===== src/rtl/spike_rate_encoder_if.sv =====
// Request bus for spike_rate_encoder: one magnitude/window pair per valid/ready handshake.
interface spike_rate_encoder_if #(
   parameter int DATA_WIDTH   = 16,
   parameter int WINDOW_WIDTH = 16
);
   logic                    in_valid;
   logic                    in_ready;
   logic [DATA_WIDTH-1:0]   value;
   logic [WINDOW_WIDTH-1:0] window;

   modport master (output in_valid, output value, output window, input in_ready);
   modport slave  (input in_valid, input value, input window, output in_ready);
endinterface


===== src/rtl/spike_rate_encoder.sv =====
// Rate encoder: emits min(value, window) single-cycle spikes spread evenly over
// a window of `window` cycles, using a Bresenham-style accumulator.
module spike_rate_encoder #(
   parameter int DATA_WIDTH   = 16,
   parameter int WINDOW_WIDTH = 16
) (
   input  logic                 clk,
   input  logic                 rstn,
   spike_rate_encoder_if.slave  req,
   output logic                 spike,
   output logic                 busy,
   output logic                 done
);

   localparam int MAX_WIDTH = (DATA_WIDTH > WINDOW_WIDTH) ? DATA_WIDTH : WINDOW_WIDTH;

   typedef enum logic [1:0] {IDLE, RUN, DRAIN} state_t;

   state_t                  state_q, state_d;
   logic [WINDOW_WIDTH-1:0] w_r, n_r, n_d;
   logic [WINDOW_WIDTH-1:0] acc_q, acc_d, cnt_q, cnt_d;
   logic [MAX_WIDTH-1:0]    value_ext, window_ext;
   logic [WINDOW_WIDTH:0]   sum;
   logic                    accept, spike_d, done_d;

   assign req.in_ready = (state_q == IDLE);
   assign accept       = req.in_valid && req.in_ready;

   // Clamp is evaluated at the wider of the two widths so no bits of value are lost before comparing.
   assign value_ext  = MAX_WIDTH'(req.value);
   assign window_ext = MAX_WIDTH'(req.window);
   assign n_d        = (value_ext < window_ext) ? value_ext[WINDOW_WIDTH-1:0] : req.window;

   // One extra bit keeps acc + n from wrapping, since both are below 2^WINDOW_WIDTH.
   assign sum = {1'b0, acc_q} + {1'b0, n_r};

   // Next-state, accumulator/counter update and next registered outputs.
   always_comb begin
      state_d = state_q;
      spike_d = 1'b0;
      done_d  = 1'b0;
      acc_d   = acc_q;
      cnt_d   = cnt_q;
      case (state_q)
         IDLE: begin
            if (accept) begin
               acc_d   = '0;
               cnt_d   = '0;
               state_d = (req.window != '0) ? RUN : DRAIN;
            end
         end
         RUN: begin
            if (sum >= {1'b0, w_r}) begin
               spike_d = 1'b1;
               acc_d   = WINDOW_WIDTH'(sum - {1'b0, w_r});
            end else begin
               acc_d   = sum[WINDOW_WIDTH-1:0];
            end
            cnt_d = cnt_q + 1'b1;
            if (cnt_q == w_r - 1'b1) begin
               state_d = DRAIN;
            end
         end
         DRAIN: begin
            done_d  = 1'b1;
            state_d = IDLE;
         end
         default: state_d = IDLE;
      endcase
   end

   // State register and registered outputs; synchronous active-low reset aborts any train.
   always_ff @(posedge clk) begin
      if (!rstn) begin
         state_q <= IDLE;
         spike   <= 1'b0;
         busy    <= 1'b0;
         done    <= 1'b0;
         acc_q   <= '0;
         cnt_q   <= '0;
      end else begin
         state_q <= state_d;
         spike   <= spike_d;
         busy    <= (state_d != IDLE);
         done    <= done_d;
         acc_q   <= acc_d;
         cnt_q   <= cnt_d;
      end
   end

   // Request capture: window and clamped count are sampled only on the accept edge.
   always_ff @(posedge clk) begin
      if (rstn && accept) begin
         w_r <= req.window;
         n_r <= n_d;
      end
   end

endmodule


===== src/flat_wrapper.sv =====
// flat-port wrapper written by rule: the top's interface ports become plain ports
module spike_rate_encoder_flat 
#(
   parameter int DATA_WIDTH   = 16,
   parameter int WINDOW_WIDTH = 16
)
  (clk, rstn, spike, busy, done, req_in_valid, req_value, req_window, req_in_ready);
  spike_rate_encoder_if #(.DATA_WIDTH(DATA_WIDTH), .WINDOW_WIDTH(WINDOW_WIDTH)) req_i ();
  input  logic clk;
  input  logic rstn;
  output logic spike;
  output logic busy;
  output logic done;
  input wire logic [$bits(req_i.in_valid)-1:0] req_in_valid;
  input wire logic [$bits(req_i.value)-1:0] req_value;
  input wire logic [$bits(req_i.window)-1:0] req_window;
  output wire logic [$bits(req_i.in_ready)-1:0] req_in_ready;
  assign req_i.in_valid = req_in_valid;
  assign req_i.value = req_value;
  assign req_i.window = req_window;
  assign req_in_ready = req_i.in_ready;
  spike_rate_encoder #(.DATA_WIDTH(DATA_WIDTH), .WINDOW_WIDTH(WINDOW_WIDTH)) u_core (.clk(clk), .rstn(rstn), .req(req_i), .spike(spike), .busy(busy), .done(done));
endmodule

===== config.mk =====
export PLATFORM = sky130hd
export DESIGN_NAME = spike_rate_encoder_flat
export DESIGN_NICKNAME = d
export VERILOG_FILES = /design/src/rtl/spike_rate_encoder_if.sv /design/src/rtl/spike_rate_encoder.sv /design/src/flat_wrapper.sv
export SDC_FILE = /design/constraint.sdc
export NUM_CORES = 1
export LEC_CHECK = 0
export ABC_AREA = 1
export BUFFER_PORTS_ARGS = -buffer_cell sky130_fd_sc_hd__buf_2
export CORE_UTILIZATION = 62
export DETAILED_ROUTE_END_ITERATION = 16
export PLACE_DENSITY = 0.81
export SLEW_MARGIN = 20
export SYNTH_ARGS = -nofsm -noshare
export SYNTH_HDL_FRONTEND = slang
export SYNTH_SLANG_ARGS = --single-unit

===== constraint.sdc =====
create_clock -name clk -period 3.4 [get_ports clk]
set_input_delay 1.02 -clock clk [delete_from_list [all_inputs] [get_ports clk]]
set_output_delay 1.02 -clock clk [all_outputs]
set_load 0.1 [all_outputs]

======== After elaboration in Yosys (flattened, before gate mapping) ========
Cells that the tools add are included.
word-level totals
  logic and storage cells ................. 37
  bits in registers ....................... 69
cells by class
  reductions and logical operators ........ 8
  $lt $le $gt $ge ......................... 2
  multiplexer cells ....................... 11
  equal/unequal tests ..................... 4
  add/sub/neg operators ................... 4
operators by type and width
  cell                     count
  $pmux W16 S2             2
  $mux W16                 3
  $add A16 B16 Y17         1
  $ge A17 B16 Y1           1
  $add A16 B1 Y16 const B  1
  $eq A16 B16 Y1           1
  $lt A16 B16 Y1           1
  $reduce_bool A16 Y1      1
  $sub A16 B1 Y16 const B  1
  $sub A16 B16 Y16         1
  $mux W2                  3
  $pmux W2 S2              1
  $reduce_and A2 Y1        2
  $reduce_bool A2 Y1       2
  $eq A2 B1 Y1 const B     1
  $eq A2 B2 Y1 const B     1
  $logic_and A1 B1 Y1      2
  $logic_not A2 Y1         1
  $mux W1                  2
  $ne A2 B2 Y1 const B     1

======== Logic depth before layout (Yosys ltp) ========
Gate-level depths: netlist (run 1).
  word-level depth ........................ 5
  mapped depth ............................ 24
  mapped depth without buffers ............ 24

======== Least setup slack after synthesis (run 1) ========
OpenSTA, ideal clock, no wires.
  kind .................................... reg-to-reg
  start ................................... reg u_core.state_q[0]
  end ..................................... reg u_core.n_r[0] (enable)
  arrival time ............................ 3.374 ns
  stages on the path, launching flop included .. 4
  slack ................................... -0.395 ns
  path buffers ............................ 0
  clock period less this slack ............ 3.795 ns
  setup time .............................. 0.421 ns
  cell sequence ........................... dfxtp_1 -> nor2_1 -> nand2_2 -> nor2_1
between the ends
  word-level cells in the longest chain between the ends .. 3
RTL lines
  item                    line                      text
  start, declared         spike_rate_encoder.sv:19  state_t state_q, state_d;
  start signal, assigned  spike_rate_encoder.sv:82  state_q <= state_d;
  $logic_not A2 Y1        spike_rate_encoder.sv:26  assign req.in_ready = (state_q == IDLE);
  via req_in_ready        flat_wrapper.sv:17        output wire logic [$bits(req_i.in_ready)-1:0] req_in_ready;
  $logic_and A1 B1 Y1     spike_rate_encoder.sv:27  assign accept = req.in_valid && req.in_ready;
  $logic_and A1 B1 Y1     spike_rate_encoder.sv:93  if (rstn && accept) begin
  end signal, assigned    spike_rate_encoder.sv:95  n_r <= n_d;
  end, declared           spike_rate_encoder.sv:20  logic [WINDOW_WIDTH-1:0] w_r, n_r, n_d;
The timed path passes the listed nets, and every way through them passes these cells.
A chain may end at the register's enable or synchronous reset.

======== Final worst setup path (run 1) ========
  start ................................... reg u_core.n_r[0]
  end ..................................... reg u_core.acc_q[5]
between the ends
  word-level cells in the longest chain between the ends .. 4
  elaborated cells on any way between the ends .. 5
  classes of those cells .................. 2 x add/sub; 1 x order compare; 2 x mux
RTL lines
  item                                                       line                                                text
  $add A16 B16 Y17 (*)                                       spike_rate_encoder.sv:35                            assign sum = {1'b0, acc_q} + {1'b0, n_r};
  $sub A16 B16 Y16 / $ge A17 B16 Y1 (equally long branches)  spike_rate_encoder.sv:55, spike_rate_encoder.sv:53
  $mux W16 (*)                                               spike_rate_encoder.sv:53                            if (sum >= {1'b0, w_r}) begin
  $pmux W16 S2 (*)                                           spike_rate_encoder.sv:44                            case (state_q)
  end signal, assigned                                       spike_rate_encoder.sv:79                            acc_q <= '0;
  end signal, assigned                                       spike_rate_encoder.sv:86                            acc_q <= acc_d;
  end, declared                                              spike_rate_encoder.sv:21                            logic [WINDOW_WIDTH-1:0] acc_q, acc_d, cnt_q, cnt_d;
Every way passes the cells marked *; elsewhere a longest branch is shown, timed or not.

==> run summary, run 1 <==
FLOORPLANNING
--------------------------------------------------------------------------------------------------------
Die Span X ................................................................................      98.8 um
Full die area ............................................................................. 0.00976 mm^2
Number of placed I/O pins .................................................................           39
Starting density of the core ..............................................................        65.4%
Core Box Area ............................................................................. 0.00889 mm^2
Number of standard-cell rows in the floorplan .............................................           34
Chip height ...............................................................................      98.8 um

CLOCK TREE
--------------------------------------------------------------------------------------------------------
CTS H-tree depth ..........................................................................            3
Clock latency of the later-clocked register in the worst-skew pair ........................      0.36 ns
Total clock buffers created by CTS ........................................................            9
Hold buffer count at cts ..................................................................            0
Maximum clock insertion buffer count ......................................................            2
Root Driver ............................................................................... sky130_fd_sc_hd__clkbuf_8
Total clock sinks .........................................................................           69
Post-CTS clock slew at the launch and capture registers of the worst setup and hold paths .      0.10 ns
CTS tree ..................................................................................          yes

HOLD PATH
--------------------------------------------------------------------------------------------------------
Type of the tightest min-delay check ...................................................... flip-flop to flip-flop

STA
--------------------------------------------------------------------------------------------------------
Period utilisation layout .................................................................        95.5%
Final setup violating endpoints ...........................................................            0
Highest achievable clock rate .............................................................      308 MHz
Least-Margin Pin Slew .....................................................................     0.572 ns
Post-layout min period ....................................................................      3.25 ns
Normalized max-slew margin ................................................................        61.7%
Final hold violation count ................................................................            0
Max-slew violation count ..................................................................            0
Setup skew after layout ...................................................................    0.0177 ns

ROUTING
--------------------------------------------------------------------------------------------------------
Number of DRC violations after detailed-routing iteration 0 ...............................          531
First-pass detailed-route iteration total .................................................            5
Post-detailed-routing wire length .........................................................      15.7 mm
Routed via count divided by cell count ....................................................         5.85
Post-route ant nets .......................................................................            0
Routed length per instance ................................................................      16.0 um
Overall via count from detail_route .......................................................        5,712
Post-route DRC ............................................................................            0

SETUP PATH
--------------------------------------------------------------------------------------------------------
Worst path max stage delay ................................................................      0.35 ns
Sequence of cells on the critical path .................................................... ha_2 -> inv_1 -> fa_2 -> nand3b_1 -> nand2_2 -> nand2_1 -> nand2_2 -> nand2_1 -> nand2_1 -> nand2_1 -> nand2_2 -> inv_1 -> ha_4 -> nand2_2 -> nor4_4 -> nand2_2 -> nand2_2 -> nand2_4 -> buf_12 -> nand3_1 -> nand3_2 -> a21oi_2
Buf+Inv Stages, Crit Path .................................................................            3
Critical path fanouts, max ................................................................           16
CP Capture Type ...........................................................................    flip-flop
Required time worst endpoint ..............................................................      3.68 ns
Critical-path top delay cell .............................................................. sky130_fd_sc_hd__edfxtp_1
Delay-heaviest family, CP ................................................................. simple AND/OR/NAND/NOR gates
Startpoint-to-endpoint class of the critical path ......................................... flip-flop to flip-flop
Critical Path AT ..........................................................................      3.53 ns
Most repeated library cell on the critical path ........................................... sky130_fd_sc_hd__nand2_2
Critical path launch point type ...........................................................    flip-flop

SYNTHESIS
--------------------------------------------------------------------------------------------------------
Sequential share of the synthesized area ..................................................        29.3%
Most numerous cell types in the synthesized netlist ....................................... sky130_fd_sc_hd__nand2_1, sky130_fd_sc_hd__inv_1, sky130_fd_sc_hd__nor2_1, sky130_fd_sc_hd__nand3_1, sky130_fd_sc_hd__a21oi_1
EDFF count, synth .........................................................................           32
Cell taking the most area after synthesis ................................................. sky130_fd_sc_hd__edfxtp_1
Most used DFF post-synth .................................................................. sky130_fd_sc_hd__dfxtp_1
Synthesized flop and latch total ..........................................................           69
Mean area per synthesized cell ............................................................    7.09 um^2
Share of async-settable or async-resettable flops after synthesis .........................           0%
Most frequent cell after synthesis ........................................................ sky130_fd_sc_hd__nand2_1
Area of the mapped netlist ................................................................ 0.00581 mm^2
Ranking of synthesized cells by area ...................................................... sky130_fd_sc_hd__edfxtp_1, sky130_fd_sc_hd__dfxtp_1, sky130_fd_sc_hd__nand2_1
Count of synthesis-stage warnings from yosys ..............................................            0
Number of instances in the synthesized netlist ............................................          819
Net count after synthesis .................................................................          905
Fraction of synthesized cell area taken by the top area cell type .........................        16.5%
Synth unique cells ........................................................................           48

POWER
--------------------------------------------------------------------------------------------------------
Leak Pwr ..................................................................................      2.93 nW
Total power per unit cell area ............................................................  566 mW/mm^2
Total power consumption of the routed design ..............................................      3.69 mW
Max VDD drop ..............................................................................   0.000335 V

GRT
--------------------------------------------------------------------------------------------------------
Overflow left after global routing ........................................................            0
Vias in the first global route ............................................................        5,332
Pin count of the biggest net entering global routing ......................................           33
Initial antenna violation count ...........................................................            0
Wire length of the first global-routing pass ..............................................      25.3 mm
Overall global routing resource usage .....................................................        33.3%

PLACEMENT
--------------------------------------------------------------------------------------------------------
Post-placement cell count .................................................................          959
Placer's final routability congestion estimate ............................................        0.983
Count of buffers from port buffering ......................................................           38
Hpwl dp ...................................................................................      12.3 mm

CELLS AND AREA
--------------------------------------------------------------------------------------------------------
Number of inserted filler cells in the final layout .......................................          748
Final non-filler cell total ...............................................................          977
Ratio of cells with drive above 1 in the final layout .....................................        17.7%
Area taken by flip-flops and latches ...................................................... 0.00170 mm^2
Area of the multi-input gates ............................................................. 0.00378 mm^2
Post-synthesis to final-layout area growth ................................................        12.2%
Layout net count ..........................................................................          950
Antenna diode instance count ..............................................................            0

OUTCOME
--------------------------------------------------------------------------------------------------------
Result of the run ......................................................................... finished clean

RUN
--------------------------------------------------------------------------------------------------------
Max_cap viols .............................................................................            0

-- report_power, final --
group          total [mW]  switching (mW)  internal, mW
Sequential          0.990          0.0514         0.939
Clock               0.675           0.385         0.290
Combinational        2.03            1.29         0.737
-- cell usage in the layout (no fill, tap or decap), types with 11 or more instances in the layout --
| master | netlist | layout |
|---|---|---|
| sky130_fd_sc_hd__a21oi_1 | 67 | 62 |
| sky130_fd_sc_hd__a21oi_2 | 13 | 18 |
| sky130_fd_sc_hd__buf_2 | 4 | 38 |
| sky130_fd_sc_hd__dfxtp_1 | 37 | 36 |
| sky130_fd_sc_hd__edfxtp_1 | 32 | 32 |
| sky130_fd_sc_hd__ha_1 | 49 | 41 |
| sky130_fd_sc_hd__inv_1 | 113 | 113 |
| sky130_fd_sc_hd__nand2_1 | 181 | 172 |
| sky130_fd_sc_hd__nand2_2 | 17 | 25 |
| sky130_fd_sc_hd__nand3_1 | 72 | 72 |
| sky130_fd_sc_hd__nand3_2 | 11 | 11 |
| sky130_fd_sc_hd__nand4_1 | 12 | 12 |
| sky130_fd_sc_hd__nor2_1 | 81 | 76 |
| sky130_fd_sc_hd__nor2_2 | 7 | 11 |
| sky130_fd_sc_hd__nor3_1 | 12 | 12 |
| sky130_fd_sc_hd__o21ai_0 | 23 | 20 |
| sky130_fd_sc_hd__xnor2_1 | 14 | 14 |
| sky130_fd_sc_hd__xor2_1 | 14 | 12 |
-- through the flow --
stage	util [%]	setup TNS (ns)	cell area, um^2	hold slack [ns]	worst slack (ns)
detailed placement	69.0	-0.399	6130	0.446	-0.0500
global placement	69.0	-0.0558	6130	0.426	-0.0168
global route	73.3	-0.436	6520	0.493	-0.116
CTS	71.5	0	6350	0.462	0.0170
floorplan	-	0	5810	0.422	0.126
finish	73.3	0	6520	0.459	0.152
-- area by class of cell --
cell class,instances,share of cell area (%)
multi-input cells,622,57.9
flip-flops and latches,69,26.1
inverters,115,6.62
repair buffers,47,4.20
well taps,108,2.07
clock buffers,9,1.90
clock inverters,7,1.15
-- timing repair --
item | in CTS | in global routing
pin swaps | 0 | 7
gates resized for setup | 3 | 39
setup buffers | 0 | 2
endpoints found under the setup margin | 16 | 17
-- final timing paths --
| kind | depth (start not counted) | startpoint | slack [ns] | to |
|---|---|---|---|---|
| max | 22 | u_core.n_r[0] | 0.15 | u_core.acc_q[5] |
| min | 1 | u_core.state_q[0] | 0.46 | u_core.done |
| min reg2reg | 1 | u_core.state_q[0] | 0.46 | u_core.done |
| max reg2reg | 22 | u_core.n_r[0] | 0.15 | u_core.acc_q[5] |
-- flip-flops by register name, indices dropped and copies added (netlist names) --
| register | count |
|---|---|
| u_core.acc_q | 16 |
| u_core.cnt_q | 16 |
| u_core.n_r | 16 |
| u_core.w_r | 16 |
| u_core.state_q | 2 |
| u_core.busy | 1 |
| u_core.done | 1 |
| u_core.spike | 1 |
-- routing by layer --
layer | vias up | GRT usage, % | share of wire (%)
met2 | 251 | 53.1 | 45
met4 | 0 | 12.7 | 2.7
met3 | 30 | 4.96 | 8.7
met5 | - | 0 | 0
li1 | 2816 | - | -
met1 | 2615 | 45.7 | 44
-- cell families (layout without fill, tap and decap cells) --
group / count (synthesis) / count (layout) / share of synthesized area (%)
and+or+nand+nor: 414 / 414 / 33.0
adders and majority gates: 51 / 51 / 11.2
AOI/OAI and AO/OA: 129 / 129 / 13.6
xor gates and xnor gates: 28 / 28 / 4.22
DFF: 69 / 69 / 29.3
buffers and inverters: 128 / 178 / 8.68
No activity file was read; power rests on OpenSTA's default activity.
==> inputs of run 2 (changes only) <==
--- a/config.mk
+++ b/config.mk
@@ -9,7 +9,7 @@
 export BUFFER_PORTS_ARGS = -buffer_cell sky130_fd_sc_hd__buf_2
 export CORE_UTILIZATION = 62
 export DETAILED_ROUTE_END_ITERATION = 16
-export PLACE_DENSITY = 0.81
+export PLACE_DENSITY = 0.89
 export SLEW_MARGIN = 20
 export SYNTH_ARGS = -nofsm -noshare
 export SYNTH_HDL_FRONTEND = slang
==> run summary, run 2 (same netlist as run 1, synthesis figures left out) <==
SETUP PATH
--------------------------------------------------------------------------------------------------------
Register-to-register setup slack ..........................................................      0.03 ns   -0.12 ns
Required time worst endpoint ..............................................................      3.69 ns   about the same
Critical path launch point type ...........................................................    flip-flop
Critical Path AT ..........................................................................      3.65 ns   +0.12 ns
CP Capture Type ...........................................................................    flip-flop
Critical path fanouts, max ................................................................           17   +1
Startpoint-to-endpoint class of the critical path ......................................... flip-flop to flip-flop

FLOORPLANNING
--------------------------------------------------------------------------------------------------------
Full die area ............................................................................. 0.00976 mm^2   unchanged
Die Span X ................................................................................      98.8 um   unchanged
Chip height ...............................................................................      98.8 um   unchanged
Number of placed I/O pins .................................................................           39   unchanged
Core Box Area ............................................................................. 0.00889 mm^2   unchanged
Number of standard-cell rows in the floorplan .............................................           34   unchanged
Starting density of the core ..............................................................        65.4%   unchanged

ROUTING
--------------------------------------------------------------------------------------------------------
Post-route DRC ............................................................................            0   unchanged
Routed via count divided by cell count ....................................................         6.17   +5.5%
Post-route ant nets .......................................................................            0   unchanged
Number of DRC violations after detailed-routing iteration 0 ...............................          792   +49%
Routed length per instance ................................................................      17.3 um   +7.6%
First-pass detailed-route iteration total .................................................            8   +3
Overall via count from detail_route .......................................................        6,045   +5.8%
Post-detailed-routing wire length .........................................................      16.9 mm   +7.9%

CELLS AND AREA
--------------------------------------------------------------------------------------------------------
Ratio of cells with drive above 1 in the final layout .....................................        19.5%   +1.8 points
Final std cell area, no fill .............................................................. 0.00665 mm^2   +2.0%
Most frequent standard cell in the layout excluding fill and tap cells .................... sky130_fd_sc_hd__nand2_1
Number of inserted filler cells in the final layout .......................................          573   -23%
Antenna diode instance count ..............................................................            0   unchanged
Commonest cells after routing, fill and taps aside ........................................ sky130_fd_sc_hd__nand2_1, sky130_fd_sc_hd__inv_1, sky130_fd_sc_hd__nor2_1, sky130_fd_sc_hd__nand3_1, sky130_fd_sc_hd__a21oi_1
Layout net count ..........................................................................          953   +0.32%
Final non-filler cell total ...............................................................          980   +0.31%
Post-synthesis to final-layout area growth ................................................        14.4%

STA
--------------------------------------------------------------------------------------------------------
Post-route setup TNS ......................................................................         0 ns   unchanged
RSZ-0062 raised after global routing ......................................................         true
Minimum hold slack ........................................................................     0.490 ns   +0.0306 ns
Period utilisation layout .................................................................        99.0%   +3.5 points
Setup skew after layout ...................................................................    0.0195 ns   +0.00177 ns
Post-layout min period ....................................................................      3.37 ns   +0.117 ns
Highest achievable clock rate .............................................................      297 MHz   -3.5%
Least-Margin Pin Slew .....................................................................     0.527 ns   -0.0450 ns
Max-slew violation count ..................................................................            0   unchanged
Final setup violating endpoints ...........................................................            0   unchanged
Final hold violation count ................................................................            0   unchanged
Normalized max-slew margin ................................................................        64.7%   +3.0 points

PLACEMENT
--------------------------------------------------------------------------------------------------------
Placer's final routability congestion estimate ............................................        0.955   -2.9%
Post-detailed-placement cell area ......................................................... 0.00612 mm^2   -0.20%
Post-placement cell count .................................................................          959   unchanged
Count of buffers from port buffering ......................................................           38   unchanged
Hpwl dp ...................................................................................      12.1 mm   -2.3%

POWER
--------------------------------------------------------------------------------------------------------
Total power per unit cell area ............................................................  579 mW/mm^2   +2.3%
Total power consumption of the routed design ..............................................      3.85 mW   +4.3%
Leak Pwr ..................................................................................      2.93 nW   about the same
Max VDD drop ..............................................................................   0.000307 V   -8.3%

GRT
--------------------------------------------------------------------------------------------------------
Vias in the first global route ............................................................        5,489   +2.9%
Overall global routing resource usage .....................................................        33.2%   -0.11 points
Wire length of the first global-routing pass ..............................................      25.6 mm   +0.98%
Overflow left after global routing ........................................................            0   unchanged
Pin count of the biggest net entering global routing ......................................           33   unchanged
Initial antenna violation count ...........................................................            0   unchanged

CLOCK TREE
--------------------------------------------------------------------------------------------------------
Root Driver ............................................................................... sky130_fd_sc_hd__clkbuf_8
Maximum clock insertion buffer count ......................................................            2   unchanged
Hold buffer count at cts ..................................................................            0   unchanged
Total clock buffers created by CTS ........................................................            9   unchanged
Total clock sinks .........................................................................           69   unchanged
Clock latency of the later-clocked register in the worst-skew pair ........................      0.38 ns   +0.02 ns
CTS H-tree depth ..........................................................................            3   unchanged
CTS tree ..................................................................................          yes
Post-CTS clock slew at the launch and capture registers of the worst setup and hold paths .      0.09 ns   about the same

RUN
--------------------------------------------------------------------------------------------------------
Max_cap viols .............................................................................            0   unchanged

HOLD PATH
--------------------------------------------------------------------------------------------------------
Type of the tightest min-delay check ...................................................... flip-flop to flip-flop

OUTCOME
--------------------------------------------------------------------------------------------------------
Result of the run ......................................................................... finished clean

[run 2: cell types whose count changed in the layout (fill, tap and decap cells not counted), moves of 3 or more]
| cell | delta |
|---|---|
| sky130_fd_sc_hd__buf_4 | +3 |
| sky130_fd_sc_hd__ha_1 | -8 |
| sky130_fd_sc_hd__ha_4 | +7 |
| sky130_fd_sc_hd__nand2_2 | +4 |
| sky130_fd_sc_hd__nand2_1 | -3 |
[run 2: critical path, cell delays in order, from the launching register on]
cell                       delay [ns]
sky130_fd_sc_hd__dfxtp_2         0.35
sky130_fd_sc_hd__ha_2            0.20
sky130_fd_sc_hd__inv_1           0.07
sky130_fd_sc_hd__fa_2            0.35
sky130_fd_sc_hd__nand3b_1        0.19
sky130_fd_sc_hd__nand2_2         0.12
sky130_fd_sc_hd__nand2_1         0.07
sky130_fd_sc_hd__nand2_2         0.10
sky130_fd_sc_hd__nand3_1         0.11
sky130_fd_sc_hd__nand2_1         0.09
sky130_fd_sc_hd__nand2_1         0.05
sky130_fd_sc_hd__nand2_1         0.09
sky130_fd_sc_hd__inv_1           0.08
sky130_fd_sc_hd__ha_4            0.24
sky130_fd_sc_hd__a21oi_1         0.16
sky130_fd_sc_hd__o21ai_0         0.13
sky130_fd_sc_hd__a21oi_2         0.17
sky130_fd_sc_hd__nand2_2         0.09
sky130_fd_sc_hd__nand2_4         0.13
sky130_fd_sc_hd__nand2_8         0.13
sky130_fd_sc_hd__nand2_1         0.11
sky130_fd_sc_hd__nand3_1         0.08
sky130_fd_sc_hd__a21oi_1         0.18
[run 2: final cells by class]
type	count	area [um^2]	area share, %
clock buffers	9	124	1.86
clock inverters	7	75.1	1.13
inverters	115	432	6.49
multi-input cells	622	3890	58.5
flip-flops and latches	69	1700	25.6
well taps	108	135	2.03
repair buffers	50	288	4.33
[run 2: worst paths after layout]
path | start | to | cells past startpoint
worst max-delay path | u_core.acc_q[0] | u_core.acc_q[4] | 22
worst min-delay path | u_core.acc_q[0] | u_core.acc_q[0] | 2
worst max register to register | u_core.acc_q[0] | u_core.acc_q[4] | 22
worst min register to register | u_core.acc_q[0] | u_core.acc_q[0] | 2
[run 2: repair_timing]
item | CTS | global route
buffers inserted | 4 | 1
pin swaps | 3 | 5
setup endpoints to repair | 17 | 17
resized for setup | 11 | 46
cloned | 0 | 0
[run 2: metrics by stage]
stage | setup WS (ns) | utilization [%]
3_5_place_dp | -0.103 | 68.8
6_report | 0.0350 | 74.8
5_1_grt | -0.183 | 74.8
4_1_cts | 0.00622 | 72.2
2_1_floorplan | 0.126 | -
3_3_place_gp | 0.0189 | 68.8
[run 2: routing by layer]
metal | share of wire [%] | wire length (um) | GRT usage (%)
met2 | 44 | 7480 | 53.6
met1 | 40 | 6770 | 43.1
met4 | 5.2 | 880 | 16.0
met3 | 11 | 1780 | 5.82
met5 | 0 | 0 | 0
[run 2: where the power goes]
| group | total, mW | switching [mW] | internal [mW] | leakage [nW] |
|---|---|---|---|---|
| logic | 2.16 | 1.37 | 0.794 | 2.24 |
| registers | 1.00 | 0.0649 | 0.939 | 0.597 |
| clock network | 0.683 | 0.392 | 0.291 | 0.0990 |
==> inputs of run 3 (changes only) <==
--- a/config.mk
+++ b/config.mk
@@ -7,9 +7,10 @@
 export LEC_CHECK = 0
 export ABC_AREA = 1
 export BUFFER_PORTS_ARGS = -buffer_cell sky130_fd_sc_hd__buf_2
-export CORE_UTILIZATION = 62
+export CORE_UTILIZATION = 45
 export DETAILED_ROUTE_END_ITERATION = 16
-export PLACE_DENSITY = 0.89
+export PLACE_DENSITY_LB_ADDON = 0.25
+export SETUP_SLACK_MARGIN = 0.3
 export SLEW_MARGIN = 20
 export SYNTH_ARGS = -nofsm -noshare
 export SYNTH_HDL_FRONTEND = slang
==> run summary, run 3 (same netlist as run 1, synthesis figures left out) <==
OUTCOME
--------------------------------------------------------------------------------------------------------
Result of the run ......................................................................... finished clean

CELLS AND AREA
--------------------------------------------------------------------------------------------------------
Commonest cells after routing, fill and taps aside ........................................ sky130_fd_sc_hd__nand2_1, sky130_fd_sc_hd__inv_1, sky130_fd_sc_hd__nor2_1, sky130_fd_sc_hd__a21oi_1, sky130_fd_sc_hd__nand3_1
Antenna diode instance count ..............................................................            0   unchanged
Ratio of cells with drive above 1 in the final layout .....................................        27.3%   +7.8 points
Number of inserted filler cells in the final layout .......................................        1,154   +100%
Layout net count ..........................................................................          976   +2.4%
Most frequent standard cell in the layout excluding fill and tap cells .................... sky130_fd_sc_hd__nand2_1
Final non-filler cell total ...............................................................        1,067   +8.9%
Post-synthesis to final-layout area growth ................................................        28.1%

HOLD PATH
--------------------------------------------------------------------------------------------------------
Type of the tightest min-delay check ...................................................... flip-flop to flip-flop

FLOORPLANNING
--------------------------------------------------------------------------------------------------------
Core Box Area .............................................................................  0.0126 mm^2   +42%
Full die area .............................................................................  0.0134 mm^2   +37%
Number of standard-cell rows in the floorplan .............................................           41   +21%
Starting density of the core ..............................................................        46.0%   -19 points
Chip height ...............................................................................       116 um   +17%
Die Span X ................................................................................       116 um   +17%
Number of placed I/O pins .................................................................           39   unchanged

POWER
--------------------------------------------------------------------------------------------------------
Total power per unit cell area ............................................................  631 mW/mm^2   +8.9%
Leak Pwr ..................................................................................      3.19 nW   +8.9%
Max VDD drop ..............................................................................   0.000295 V   -3.9%
Total power consumption of the routed design ..............................................      4.70 mW   +22%

PLACEMENT
--------------------------------------------------------------------------------------------------------
Placer's final routability congestion estimate ............................................        0.884   -7.4%
Hpwl dp ...................................................................................      12.3 mm   +2.0%
Post-placement cell count .................................................................        1,026   +7.0%
Worst Setup Slack post-DPL ................................................................    0.0143 ns   +0.117 ns
Count of buffers from port buffering ......................................................           38   unchanged

STA
--------------------------------------------------------------------------------------------------------
Final setup violating endpoints ...........................................................            0   unchanged
Period utilisation layout .................................................................        96.8%   -2.1 points
Setup skew after layout ...................................................................   0.00979 ns   -0.00967 ns
Least-Margin Pin Slew .....................................................................     0.487 ns   -0.0402 ns
RSZ-0062 raised after global routing ......................................................         true
Max-slew violation count ..................................................................            0   unchanged
Final hold violation count ................................................................            0   unchanged
Post-layout min period ....................................................................      3.29 ns   -0.0725 ns
Minimum hold slack ........................................................................     0.466 ns   -0.0239 ns
Normalized max-slew margin ................................................................        67.8%   +3.0 points
Final WS setup ............................................................................     0.107 ns   +0.0725 ns
Highest achievable clock rate .............................................................      304 MHz   +2.2%

CLOCK TREE
--------------------------------------------------------------------------------------------------------
Total clock sinks .........................................................................           69   unchanged
Maximum clock insertion buffer count ......................................................            2   unchanged
CTS tree ..................................................................................          yes
Post-CTS clock slew at the launch and capture registers of the worst setup and hold paths .      0.07 ns   -0.02 ns
Root Driver ............................................................................... sky130_fd_sc_hd__clkbuf_16
Clock latency of the later-clocked register in the worst-skew pair ........................      0.35 ns   -0.03 ns
Total clock buffers created by CTS ........................................................            9   unchanged
CTS H-tree depth ..........................................................................            3   unchanged

GRT
--------------------------------------------------------------------------------------------------------
Wire length of the first global-routing pass ..............................................      25.7 mm   +0.54%
Overflow left after global routing ........................................................            0   unchanged
Vias in the first global route ............................................................        5,132   -6.5%
Initial antenna violation count ...........................................................            0   unchanged
Pin count of the biggest net entering global routing ......................................           33   unchanged
Overall global routing resource usage .....................................................        25.5%   -7.7 points

ROUTING
--------------------------------------------------------------------------------------------------------
Routed via count divided by cell count ....................................................         5.41   -12%
Routed length per instance ................................................................      16.2 um   -6.3%
Post-route ant nets .......................................................................            0   unchanged
First-pass detailed-route iteration total .................................................            5   -3
Post-detailed-routing wire length .........................................................      17.2 mm   +2.0%
Number of DRC violations after detailed-routing iteration 0 ...............................          464   -41%
Post-route DRC ............................................................................            0   unchanged
Overall via count from detail_route .......................................................        5,777   -4.4%

SETUP PATH
--------------------------------------------------------------------------------------------------------
Startpoint-to-endpoint class of the critical path ......................................... flip-flop to flip-flop
Required time worst endpoint ..............................................................      3.61 ns   -0.08 ns
Critical path launch point type ...........................................................    flip-flop
CP Capture Type ...........................................................................    flip-flop
Critical path fanouts, max ................................................................            4   -13
Critical Path AT ..........................................................................      3.50 ns   -0.15 ns

RUN
--------------------------------------------------------------------------------------------------------
Max_cap viols .............................................................................            0   unchanged

-- run 3: changes by cell type in the layout (fill, tap and decap cells not counted), moves of 6 or more --
cell                        before  now
sky130_fd_sc_hd__nand2_1       169  155
sky130_fd_sc_hd__inv_1         113  107
sky130_fd_sc_hd__a21oi_1        63   57
sky130_fd_sc_hd__clkbuf_16       0    9
sky130_fd_sc_hd__nand3_1        71   56
sky130_fd_sc_hd__inv_2           1    7
sky130_fd_sc_hd__nand2_4         1   10
sky130_fd_sc_hd__clkbuf_8        9    0
sky130_fd_sc_hd__nand3_2        12   24
sky130_fd_sc_hd__buf_4          10   26
-- run 3: worst paths after layout --
check / slack [ns] / startpoint / depth (start not counted) / end
hold reg to reg: 0.47 / u_core.state_q[0] / 1 / u_core.done
setup reg to reg: 0.11 / u_core.n_r[0] / 17 / u_core.acc_q[8]
hold / removal: 0.47 / u_core.state_q[0] / 1 / u_core.done
setup / recovery: 0.11 / u_core.n_r[0] / 17 / u_core.acc_q[8]
-- run 3: final cells by class --
cell class / instances / area (um^2) / area share (%)
inverter: 115 / 432 / 5.80
timing repair buffer: 72 / 508 / 6.82
sequential: 69 / 1700 / 22.9
tap: 172 / 215 / 2.89
multi-input combinational: 623 / 4290 / 57.6
clock inverter: 7 / 73.8 / 0.992
clock buffer: 9 / 225 / 3.03
-- run 3: routing by layer --
layer	up-vias	share of wire (%)	GRT usage (%)	wire [um]
met5	-	0	0	0
met4	0	3.2	9.91	546
met3	45	5.3	3.19	921
met2	220	46	41.1	7960
met1	2636	45	34.7	7810
li1	2876	-	-	-
-- run 3: stage by stage --
| step | TNS (ns) | util, % | cell area (um^2) |
|---|---|---|---|
| floorplan | 0 | - | 5820 |
| global placement | 0 | 49.4 | 6240 |
| detailed placement | 0 | 49.4 | 6240 |
| CTS | 0 | 55.3 | 6970 |
| global route | -0.245 | 59.0 | 7440 |
| finish | 0 | 59.0 | 7440 |
-- run 3: where the power goes --
group | internal (mW) | switching (mW)
clock | 0.521 | 0.435
sequential | 0.939 | 0.0608
combinational | 1.11 | 1.63
total | 2.57 | 2.13
-- run 3: what timing repair did --
item,4_1_cts,5_1_grt
setup endpoints to repair,17,17
pin swaps,39,44
gates resized for setup,66,80
cloned,2,1
hold buffers,0,0
buffers inserted,12,10
-- run 3: worst max-delay path, cell delays in order, from the launching register on --
cell                       delay, ns
sky130_fd_sc_hd__edfxtp_1       0.39
sky130_fd_sc_hd__ha_2           0.20
sky130_fd_sc_hd__buf_4          0.13
sky130_fd_sc_hd__buf_4          0.12
sky130_fd_sc_hd__nand3_1        0.06
sky130_fd_sc_hd__nand2_1        0.10
sky130_fd_sc_hd__nand2_1        0.10
sky130_fd_sc_hd__nand2_2        0.09
sky130_fd_sc_hd__xor2_1         0.31
sky130_fd_sc_hd__inv_1          0.10
sky130_fd_sc_hd__ha_2           0.34
sky130_fd_sc_hd__a21oi_1        0.24
sky130_fd_sc_hd__o21ai_0        0.19
sky130_fd_sc_hd__a21oi_1        0.26
sky130_fd_sc_hd__xor2_1         0.28
sky130_fd_sc_hd__nand2_2        0.09
sky130_fd_sc_hd__nand3_2        0.10
sky130_fd_sc_hd__a21oi_2        0.05
